File: src/rtl/alu_cmd_sequencer.sv
// Command FIFO plus strobe FSM that feeds simple_alu one command at a time
// and returns each captured ALU result over a valid/ready channel.
module alu_cmd_sequencer #(
    parameter int unsigned DEPTH   = 4,
    parameter int unsigned ALU_LAT = 1
) (
    input  logic                       clk,
    input  logic                       rst_n,
    input  logic                       cmd_valid,
    output logic                       cmd_ready,
    input  logic [1:0]                 cmd_op,
    input  logic [3:0]                 cmd_a,
    input  logic [3:0]                 cmd_b,
    output logic                       res_valid,
    input  logic                       res_ready,
    output logic [3:0]                 res_data,
    output logic [1:0]                 res_op,
    output logic                       alu_en_i,
    output logic                       alu_en_o,
    output logic [1:0]                 alu_select_op,
    output logic [3:0]                 alu_a,
    output logic [3:0]                 alu_b,
    input  logic [3:0]                 alu_out,
    output logic                       busy,
    output logic [$clog2(DEPTH):0]     fifo_count
);

    localparam int unsigned PtrW = $clog2(DEPTH);
    localparam int unsigned CntW = PtrW + 1;
    localparam logic [CntW-1:0] Full = CntW'(DEPTH);
    // WAIT counts down to zero, so it is loaded with one less than the idle length
    localparam logic [2:0] WaitInit = (ALU_LAT > 0) ? 3'(ALU_LAT - 1) : 3'd0;

    typedef enum logic [2:0] {
        StIdle,
        StIssue,
        StWait,
        StRead,
        StResp
    } state_e;

    state_e          state_q;
    logic [2:0]      wait_q;
    logic [9:0]      mem_q [DEPTH];
    logic [PtrW-1:0] wr_ptr_q;
    logic [PtrW-1:0] rd_ptr_q;
    logic [CntW-1:0] count_q;
    logic            push;
    logic            pop;

    assign cmd_ready  = (count_q != Full);
    assign push       = cmd_valid && cmd_ready;
    assign pop        = (state_q == StIdle) && (count_q != '0);
    assign fifo_count = count_q;
    assign busy       = (state_q != StIdle) || (count_q != '0);

    always_ff @(posedge clk) begin
        if (push) begin
            mem_q[wr_ptr_q] <= {cmd_op, cmd_a, cmd_b};
        end
    end

    always_ff @(posedge clk or negedge rst_n) begin
        if (!rst_n) begin
            wr_ptr_q <= '0;
            rd_ptr_q <= '0;
            count_q  <= '0;
        end else begin
            if (push) begin
                wr_ptr_q <= wr_ptr_q + 1'b1;
            end
            if (pop) begin
                rd_ptr_q <= rd_ptr_q + 1'b1;
            end
            case ({push, pop})
                2'b10:   count_q <= count_q + 1'b1;
                2'b01:   count_q <= count_q - 1'b1;
                default: count_q <= count_q;
            endcase
        end
    end

    always_ff @(posedge clk or negedge rst_n) begin
        if (!rst_n) begin
            state_q       <= StIdle;
            wait_q        <= '0;
            alu_en_i      <= 1'b0;
            alu_en_o      <= 1'b0;
            alu_select_op <= '0;
            alu_a         <= '0;
            alu_b         <= '0;
            res_valid     <= 1'b0;
            res_data      <= '0;
            res_op        <= '0;
        end else begin
            unique case (state_q)
                StIdle: begin
                    if (pop) begin
                        {alu_select_op, alu_a, alu_b} <= mem_q[rd_ptr_q];
                        alu_en_i <= 1'b1;
                        state_q  <= StIssue;
                    end
                end
                StIssue: begin
                    alu_en_i <= 1'b0;
                    if (ALU_LAT > 0) begin
                        wait_q  <= WaitInit;
                        state_q <= StWait;
                    end else begin
                        alu_en_o <= 1'b1;
                        state_q  <= StRead;
                    end
                end
                StWait: begin
                    if (wait_q == '0) begin
                        alu_en_o <= 1'b1;
                        state_q  <= StRead;
                    end else begin
                        wait_q <= wait_q - 1'b1;
                    end
                end
                StRead: begin
                    alu_en_o  <= 1'b0;
                    res_data  <= alu_out;
                    res_op    <= alu_select_op;
                    res_valid <= 1'b1;
                    state_q   <= StResp;
                end
                StResp: begin
                    if (res_ready) begin
                        res_valid     <= 1'b0;
                        alu_select_op <= '0;
                        alu_a         <= '0;
                        alu_b         <= '0;
                        state_q       <= StIdle;
                    end
                end
                default: state_q <= StIdle;
            endcase
        end
    end

endmodule

File: config.mk
export PLATFORM = sky130hd
export DESIGN_NAME = alu_cmd_sequencer
export DESIGN_NICKNAME = d
export VERILOG_FILES = /design/src/rtl/alu_cmd_sequencer.sv
export SDC_FILE = /design/constraint.sdc
export NUM_CORES = 1
export LEC_CHECK = 0
export ABC_AREA = 1
export BUFFER_PORTS_ARGS = -buffer_cell sky130_fd_sc_hd__buf_2
export CORE_MARGIN = 2
export CORE_UTILIZATION = 50
export CTS_BUF_LIST = sky130_fd_sc_hd__clkbuf_4 sky130_fd_sc_hd__clkbuf_8
export CTS_CLUSTER_DIAMETER = 200
export CTS_CLUSTER_SIZE = 14
export DETAILED_ROUTE_END_ITERATION = 8
export MAX_ROUTING_LAYER = met4
export PLACE_DENSITY = 0.82
export SETUP_SLACK_MARGIN = 0.02
export SYNTH_ARGS = -nofsm -noshare
export SYNTH_HDL_FRONTEND = slang
export SYNTH_SLANG_ARGS = --single-unit
File: constraint.sdc
create_clock -name clk -period 2.5 [get_ports clk]
set_clock_uncertainty 0.1 [all_clocks]
set_input_delay 0.75 -clock clk [delete_from_list [all_inputs] [get_ports clk]]
set_output_delay 0.75 -clock clk [all_outputs]
set_load 0.01 [all_outputs]
==> impl_metrics.yaml, run 1 <==
status:
  status: "finished clean"
global_routing:
  grt_overflow: 0
  grt_max_degree: 33
  antenna_found_initial: 0
  grt_usage_pct: 19.1
  grt_pass1_wl_um: 10200
  grt_pass1_vias: 2230
timing:
  finalHoldViolCount: 0
  fmax_mhz: 444
  setup_viol: 0
  rsz0062_at_grt: "false"
  fin_crit_ns: 2.25
  maxSlewHeadroom_pct: 51.4
  tns_ns: 0
  finalMaxSlewViolations: 0
  worst_slew_pin_slew_ns: 0.729
  period_share_pct: 90.1
synth:
  syn_area_per_cell_um2: 9.90
  synth_edf_count: 40
  syn_nets: 352
  yosys.area_share.adder_pct: 3.33
  async_flop_share_pct: 44.4
  ys_seq_elements: 72
  synth.most_common_cell: "nand2_1"
  netlist-cell-type-count: 26
  yosysSeqAreaShare_pct: 62.0
  synth_compound_area_share_pct: 1.51
  yosys.area.top_type: "edfxtp_1"
  netlist_instances: 326
  ys.flop_type: "edfxtp_1"
  synth_top_family_by_area: "simple AND/OR/NAND/NOR gates"
  ys_top_cells_by_count: "nand2_1, inv_1, edfxtp_1"
  synth_area_mm2: 0.00323
  muxShareOfSynthArea_pct: 0
  yosys_warnings: 0
  yosysTopAreaCellShare_pct: 37.2
  synth_area_leaders: "edfxtp_1, dfrtp_1, nand2_1"
  synth-xor-area-share_pct: 1.36
  yosys.area_share.simple_pct: 22.5
placement:
  port_buffers: 41
  post_dp_cell_area_mm2: 0.00352
  dp_hpwl_um: 4130
  routabilityCongestion: 0.730
cts:
  clock_path_buffers: 2
  root_buffer: "clkbuf_8"
  cts_tree: "built"
  clk_latency_ns: 0.34
  clk_pin_slew_ns: 0.08
  cts_hold_buffers: 0
  cts.sinks: 72
  post_cts_resize_count: 0
  cts_setup_buffers: 0
  htreeDepth: 3
  cts_buffers: 9
floorplanning:
  rows: 29
  die_w_um: 84.3
  die_area_mm2: 0.00711
  die_h_um: 84.3
  core_mm2: 0.00628
  ios: 42
  initial_core_util_pct: 51.4
route:
  drc: 0
  antenna_left: 0
  num_vias: 2224
  wl_per_cell_um: 13.2
  drt_iter0_drc: 134
  dr.pass1.iters: 4
  vias_per_cell: 4.86
  finalWirelength_um: 6050
cells_and_area:
  drive_gt1_share_pct: 21.8
  n_antenna_cell: 0
  fin_area_mm2: 0.00376
  area_growth_pct: 16.6
  fin_nets: 402
power_and_ir_drop:
  p_per_area_mw_per_mm2: 1230
  power.leakage_nw: 1.90
  ir_drop_mv: 0.529
setup_path:
  critPathLaunch: "fifo_count[1]"
  r2r_start: "fifo_count[1]"
  path_class: "reg2out"
  cp_max_fo: 4
  critPathSlowestCell: "dfrtp_1"
  worstSetupStartpointType: "flop"
  crit_chain: "nor2_2 > nand2_1 > nor2_1 > inv_1 > buf_2"
  arrival_ns: 1.40
  cp_slowest_stage_delay_ns: 0.42
  r2r.worst_path.cells: 9
  critPathRequiredTime_ns: 1.65
  setup.worst_path.end_class: "primary output"
min_path:
  worst_hold_path_type: "in2async"
run:
  max_cap_violations: 0
[layout by cell type, fill, tap and decap left out, drive strengths merged, types with 6 or more instances in the layout]
| master | synthesis | layout |
|---|---|---|
| ha | 7 | 7 |
| edfxtp | 40 | 40 |
| dfrtp | 32 | 32 |
| buf | 8 | 47 |
| nand2 | 111 | 111 |
| inv | 64 | 64 |
| nand3 | 35 | 35 |
| clkbuf | 0 | 9 |
| o21ai | 6 | 6 |
| nor2 | 11 | 11 |
[cells by family after synthesis]
| logic type | Yosys count |
|---|---|
| AO/OA/AOI/OAI | 9 |
| XOR/XNOR | 5 |
| adder cells (fa/ha/maj) | 8 |
| buffers and inverters | 72 |
| flip-flops | 72 |
| AND/OR/NAND/NOR | 160 |
[flip-flops by register name (all words and copies together) (netlist names)]
register       flops
res_valid          1
rd_ptr_q           2
fifo_count         3
alu_select_op      2
alu_b              4
wait_q             3
mem_q             40
wr_ptr_q           2
alu_en_o           1
alu_a              4
res_data           4
alu_en_i           1
res_op             2
state_q            3
[critical path, delay by kind of cell (launching register included)]
family	cells	cell delay [ns]
simple gates	3	0.46
buf+inv	2	0.18
flops	1	0.42
[worst paths after layout]
kind                                      end  slack (ns)
worst min-delay path              res_data[3]        0.36
min in group clk                  res_data[1]        0.37
worst max register to register  fifo_count[2]        0.48
worst min register to register    res_data[1]        0.37
max in group asynchronous         wr_ptr_q[0]        1.47
worst max-delay path                     busy        0.25
[layout make-up]
type | instances | area (µm²)
clock inverter | 7 | 120
clock buffer | 9 | 124
fill | 524 | 2510
inverter | 64 | 243
timing repair buffer | 47 | 250
sequential | 72 | 2000
tap | 77 | 96.3
multi-input combinational | 182 | 927
[stage by stage]
step	std cells	hold slack [ns]	util, %	total power (W)	setup slack (ns)
after floorplan	326	0.354	-	0.00306	0.488
after global placement	442	0.348	56.0	0.00348	0.376
after detailed placement	442	0.354	56.0	0.00358	0.330
after CTS	458	0.373	59.9	0.00469	0.220
after global routing	458	0.410	59.9	0.00500	0.154
final	458	0.359	59.9	0.00464	0.247
[power breakdown]
part	leakage, nW	total, W	switching (W)	internal [W]
Combinational	1.02	0.00167	0.00106	0.000609
Sequential	0.760	0.00186	0.000233	0.00163
Clock	0.119	0.00111	0.000442	0.000664
Total	1.90	0.00464	0.00174	0.00290
[per-layer routing]
layer  global-route usage [%]  part of all wire, %
met5                        -                    0
met4                     8.37                  2.2
met3                     4.33                  4.5
met2                     31.2                   49
met1                     22.7                   45
(Power assumes the default switching activity.)
==> inputs of run 2 (changes only) <==
--- a/config.mk
+++ b/config.mk
@@ -5,7 +5,6 @@
 export SDC_FILE = /design/constraint.sdc
 export NUM_CORES = 1
 export LEC_CHECK = 0
-export ABC_AREA = 1
 export BUFFER_PORTS_ARGS = -buffer_cell sky130_fd_sc_hd__buf_2
 export CORE_MARGIN = 2
 export CORE_UTILIZATION = 50
==> run 2 against run 1 <==
  * Die area down 9.2%
  * Combinational power down 12%
  * Total power down 9.0%
  * Synthesized area down 9.7%
  * Core utilization up 0.94 points
  * Synthesized cell count down 47%
  * Cell count down 35%
  * Fmax down 3.2%
  * Critical path depth down 2
  * Largest power group unchanged
==> impl_metrics.yaml, run 2 <==
status:
  status: "finished clean"
cells_and_area:
  area_growth_pct: 16.4
  largest_reg_flops: 40
  multiInputGateArea_um2: 833
  finish.utilization_pct: 60.9
  layout_commonest_cell: "buf_2"
  layout_common_cells: "buf_2, edfxtp_1, dfrtp_1"
  regMostFlops: "mem_q"
  seq_area_mm2: 0.00200
  fin_nets: 248
  final_cells: 299
  num-fill-cells: 421
  n_antenna_cell: 0
  drive_gt1_share_pct: 34.8
route:
  vias_per_cell: 5.20
  finalWirelength_um: 4970
  drc: 0
  wl_per_cell_um: 16.6
  drt_iter0_drc: 67
  num_vias: 1556
  dr.pass1.iters: 4
  antenna_left: 0
power_and_ir_drop:
  power.total_w: 0.00422
  power.leakage_nw: 1.41
  ir_drop_mv: 0.548
  p_per_area_mw_per_mm2: 1250
timing:
  rsz0062_at_grt: "false"
  fin_crit_ns: 2.33
  setup_viol: 0
  finalMaxSlewViolations: 0
  tns_ns: 0
  period_share_pct: 93.1
  maxSlewHeadroom_pct: 49.0
  fmax_mhz: 430
  worst_slew_pin_slew_ns: 0.763
  finalHoldViolCount: 0
  fin_ws_ns: 0.173
placement:
  dp_hpwl_um: 3300
  port_buffers: 41
  pre_cts_ws_ns: 0.201
  routabilityCongestion: 0.793
  dpl.cell_count: 283
floorplanning:
  die_w_um: 80.3
  die_h_um: 80.3
  ios: 42
  initial_core_util_pct: 52.3
  core_mm2: 0.00557
  die_area_mm2: 0.00645
  rows: 27
global_routing:
  grt_pass1_vias: 1602
  grt_overflow: 0
  grt_max_degree: 33
  grt_pass1_wl_um: 7910
  grt_usage_pct: 17.9
  antenna_found_initial: 0
setup_path:
  r2r_start: "fifo_count[0]"
  worstSetupStartpointType: "flop"
  critPathSlowestCell: "dfrtp_1"
  crit_chain: "nor3_1 > nand3b_1 > buf_2"
  path_class: "reg2out"
  path_buf_inv: 1
  critPathLaunch: "fifo_count[0]"
  arrival_ns: 1.48
  cp_slowest_stage_delay_ns: 0.44
  critPathRequiredTime_ns: 1.65
  setup.worst_path.end_class: "primary output"
  cp_max_fo: 5
  cpLargestDelayFamily: "simple AND/OR/NAND/NOR gates"
synth:
  ys.flop_type: "edfxtp_1"
  syn_nets: 199
  yosys_warnings: 0
  syn_area_per_cell_um2: 16.8
  yosysSeqAreaShare_pct: 68.7
  netlist-cell-type-count: 38
  netlist_instances: 173
  synth_area_mm2: 0.00291
  yosysTopAreaCellShare_pct: 41.2
  async_flop_share_pct: 44.4
  synth_area_leaders: "edfxtp_1, dfrtp_1, mux4_2"
  ys_top_cells_by_count: "edfxtp_1, dfrtp_1, a22o_1"
  ys_seq_elements: 72
  synth_edf_count: 40
  synth.most_common_cell: "edfxtp_1"
  yosys.area.top_type: "edfxtp_1"
cts:
  clk_latency_ns: 0.34
  clk_pin_slew_ns: 0.08
  cts.sinks: 72
  htreeDepth: 3
  cts_setup_buffers: 0
  cts_hold_buffers: 0
  root_buffer: "clkbuf_8"
  post_cts_resize_count: 0
  cts_buffers: 9
  clock_path_buffers: 2
  cts_tree: "built"
min_path:
  worst_hold_path_type: "in2async"
run:
  max_cap_violations: 0
[run 2: cell types whose count changed after synthesis, sizes merged, moves of 4 or more]
| cell | change |
|---|---|
| nor2 | -7 |
| mux2 | +7 |
| mux4 | +10 |
| inv | -54 |
| and3 | +4 |
| nand3 | -33 |
| a22o | +12 |
| nand2 | -105 |
[run 2: worst register-to-register path, delay by kind of cell, from the launching register on]
kind                     cells  cell delay (ns)
XOR/XNOR                     2             0.30
adder cells (fa/ha/maj)      2             0.54
buffers and inverters        3             0.25
flip-flops                   1             0.44
AND/OR/NAND/NOR              3             0.50
[run 2: routing by layer]
metal | share of wire, % | wire length [µm] | vias to the layer above | track usage (%)
met1 | 42 | 2110 | 762 | 20.7
met4 | 1.3 | 63 | 0 | 7.29
met5 | 0 | 0 | - | -
met2 | 51 | 2540 | 38 | 29.0
met3 | 5.2 | 257 | 7 | 5.73
li1 | - | - | 749 | -
[run 2: area by class of cell]
class | instances | share of cell area (%)
Clock buffer | 9 | 3.65
Clock inverter | 7 | 2.10
Inverter | 10 | 1.11
Multi-Input combinational cell | 84 | 24.6
Sequential cell | 72 | 59.0
Tap cell | 72 | 2.65
Timing Repair Buffer | 45 | 6.93
[run 2: final timing paths]
check / slack [ns] / end / cells after the start
max in group asynchronous: 1.49 / rd_ptr_q[1] / 1
max: 0.17 / busy / 3
min in group clk: 0.39 / alu_en_o / 1
min: 0.35 / res_data[2] / 1
min reg2reg: 0.39 / alu_en_o / 1
max reg2reg: 0.31 / fifo_count[2] / 10
[run 2: kinds of logic (layout without fill, tap and decap cells)]
| family | Yosys count | in the layout | share of synthesized area, % |
|---|---|---|---|
| simple gates | 28 | 28 | 5.20 |
| compound gates | 23 | 23 | 6.05 |
| flops | 72 | 72 | 68.7 |
| buf+inv | 17 | 71 | 2.71 |
| xor+xnor | 7 | 7 | 2.10 |
| fa+ha+maj | 8 | 8 | 3.69 |
| mux | 18 | 18 | 11.6 |
[run 2: stage by stage]
| stage | area [µm²] | hold slack, ns |
|---|---|---|
| floorplan | 2910 | 0.354 |
| global placement | 3200 | 0.367 |
| detailed placement | 3200 | 0.376 |
| CTS | 3390 | 0.380 |
| global route | 3390 | 0.416 |
| finish | 3390 | 0.353 |
[run 2: report_power, final]
group	internal (W)	switching [W]
clock	0.000460	0.000430
sequential	0.00164	0.000225
combinational	0.000731	0.000742
total	0.00283	0.00140
==> inputs of run 3 (changes only) <==
--- a/config.mk
+++ b/config.mk
@@ -7,13 +7,13 @@
 export LEC_CHECK = 0
 export BUFFER_PORTS_ARGS = -buffer_cell sky130_fd_sc_hd__buf_2
 export CORE_MARGIN = 2
-export CORE_UTILIZATION = 50
+export CORE_UTILIZATION = 53
 export CTS_BUF_LIST = sky130_fd_sc_hd__clkbuf_4 sky130_fd_sc_hd__clkbuf_8
 export CTS_CLUSTER_DIAMETER = 200
 export CTS_CLUSTER_SIZE = 14
 export DETAILED_ROUTE_END_ITERATION = 8
 export MAX_ROUTING_LAYER = met4
-export PLACE_DENSITY = 0.82
+export PLACE_DENSITY = 0.86
 export SETUP_SLACK_MARGIN = 0.02
 export SYNTH_ARGS = -nofsm -noshare
 export SYNTH_HDL_FRONTEND = slang
==> run 3 against run 2 <==
  * Sequential share of layout area grew 0.13 points
  * Routed wire length decreased by 0.91%
  * Largest cell class unchanged
  * Critical path type unchanged
  * Register-to-register slack lost 0.03 ns
  * First-iteration DRC count is 39% higher
  * Total power grew 0.12%
  * Clock power increased by 2.7%
==> impl_metrics.yaml, run 3 (synthesis results as in run 2) <==
status:
  status: "finished clean"
placement:
  dp_hpwl_um: 3310
  routabilityCongestion: 0.762
  port_buffers: 41
  dpl.cell_count: 280
timing:
  worst_slew_pin_slew_ns: 0.800
  maxSlewHeadroom_pct: 46.6
  finalMaxSlewViolations: 0
  tns_ns: 0
  finalHoldViolCount: 0
  fmax_mhz: 425
  rsz0062_at_grt: "false"
  setup_viol: 0
  fin_crit_ns: 2.36
  period_share_pct: 94.2
cts:
  post_cts_resize_count: 0
  cts_buffers: 9
  root_buffer: "clkbuf_8"
  htreeDepth: 3
  cts_hold_buffers: 0
  clk_pin_slew_ns: 0.07
  clock_path_buffers: 2
  cts_tree: "built"
  cts.sinks: 72
  cts_setup_buffers: 0
  clk_latency_ns: 0.34
cells_and_area:
  n_antenna_cell: 0
  seq_area_mm2: 0.00200
  num-fill-cells: 366
  final_cells: 296
  regMostFlops: "mem_q"
  area_growth_pct: 16.2
  layout_common_cells: "buf_2, edfxtp_1, dfrtp_1"
  largest_reg_flops: 40
  fin_nets: 247
  finish.utilization_pct: 65.0
  drive_gt1_share_pct: 35.0
  multiInputGateArea_um2: 833
  layout_commonest_cell: "buf_2"
route:
  dr.pass1.iters: 6
  drc: 0
  vias_per_cell: 5.38
  wl_per_cell_um: 16.6
  finalWirelength_um: 4930
  antenna_left: 0
  drt_iter0_drc: 93
  num_vias: 1592
run:
  max_cap_violations: 0
floorplanning:
  ios: 42
  initial_core_util_pct: 56.0
  die_area_mm2: 0.00611
  rows: 26
  core_mm2: 0.00520
  die_h_um: 78.2
  die_w_um: 78.2
setup_path:
  reg2reg_slack_ns: 0.28
  cp_max_fo: 5
  path_class: "reg2out"
  critPathLaunch: "fifo_count[0]"
  r2r.worst_path.cells: 5
  arrival_ns: 1.51
  critPathRequiredTime_ns: 1.65
  r2r_start: "fifo_count[0]"
  r2r-end: "alu_a[2]"
  setup.worst_path.end_class: "primary output"
  worstSetupEndpoint: "busy"
  worstSetupStartpointType: "flop"
global_routing:
  antenna_found_initial: 0
  grt_pass1_vias: 1710
  grt_overflow: 0
  grt_usage_pct: 18.8
  grt_pass1_wl_um: 8230
  grt_max_degree: 33
power_and_ir_drop:
  ir_drop_mv: 0.654
  p_per_area_mw_per_mm2: 1250
  power.leakage_nw: 1.42
min_path:
  worst_hold_path_type: "in2async"
==> run 3: worst min-delay path by stage <==
| stage | start | endpoint | slack (ns) | cells past startpoint |
|---|---|---|---|---|
| after global placement | res_valid | res_valid | 0.36 | 2 |
| after detailed placement | res_valid | res_valid | 0.37 | 2 |
| after global routing | rst_n | res_data[2] | 0.40 | 1 |
| final | rst_n | res_data[2] | 0.35 | 1 |
| after CTS | rst_n | res_data[2] | 0.37 | 1 |
| after floorplan | rst_n | alu_a[0] | 0.35 | 0 |
==> run 3: worst max-delay path, stage by stage, from the launching register on <==
cell      delay [ns]
dfrtp_1         0.44
nor3_1          0.42
nand3b_1        0.15
buf_2           0.17
==> run 3: through the flow <==
step / total power, W / hold WS, ns / setup WS, ns / cell area, µm²
5_1_grt: 0.00451 / 0.399 / 0.0251 / 3390
2_1_floorplan: 0.00292 / 0.354 / 0.263 / 2910
3_3_place_gp: 0.00329 / 0.364 / 0.257 / 3190
4_1_cts: 0.00428 / 0.375 / 0.135 / 3390
6_report: 0.00423 / 0.352 / 0.145 / 3390
3_5_place_dp: 0.00337 / 0.369 / 0.198 / 3190
==> run 3: power breakdown <==
part | switching, W | internal, W
Sequential | 0.000236 | 0.00164
Combinational | 0.000719 | 0.000723
Clock | 0.000408 | 0.000506
==> run 3: metal layers <==
layer | up-vias | track usage, % | share of wire (%) | wire, µm
met5 | - | - | 0 | 0
met4 | 0 | 10.0 | 2.3 | 113
met3 | 10 | 4.48 | 5.3 | 262
met2 | 48 | 30.6 | 50 | 2480
met1 | 783 | 21.7 | 42 | 2070
li1 | 751 | - | - | -
==> run 3: cell type report <==
type                       instances  area share, %
timing repair buffer              44           6.73
clock inverter                     4           1.33
tap                               70           2.59
clock buffer                      12           4.51
multi-input combinational         84           24.6
inverter                          10           1.11
sequential                        72           59.1
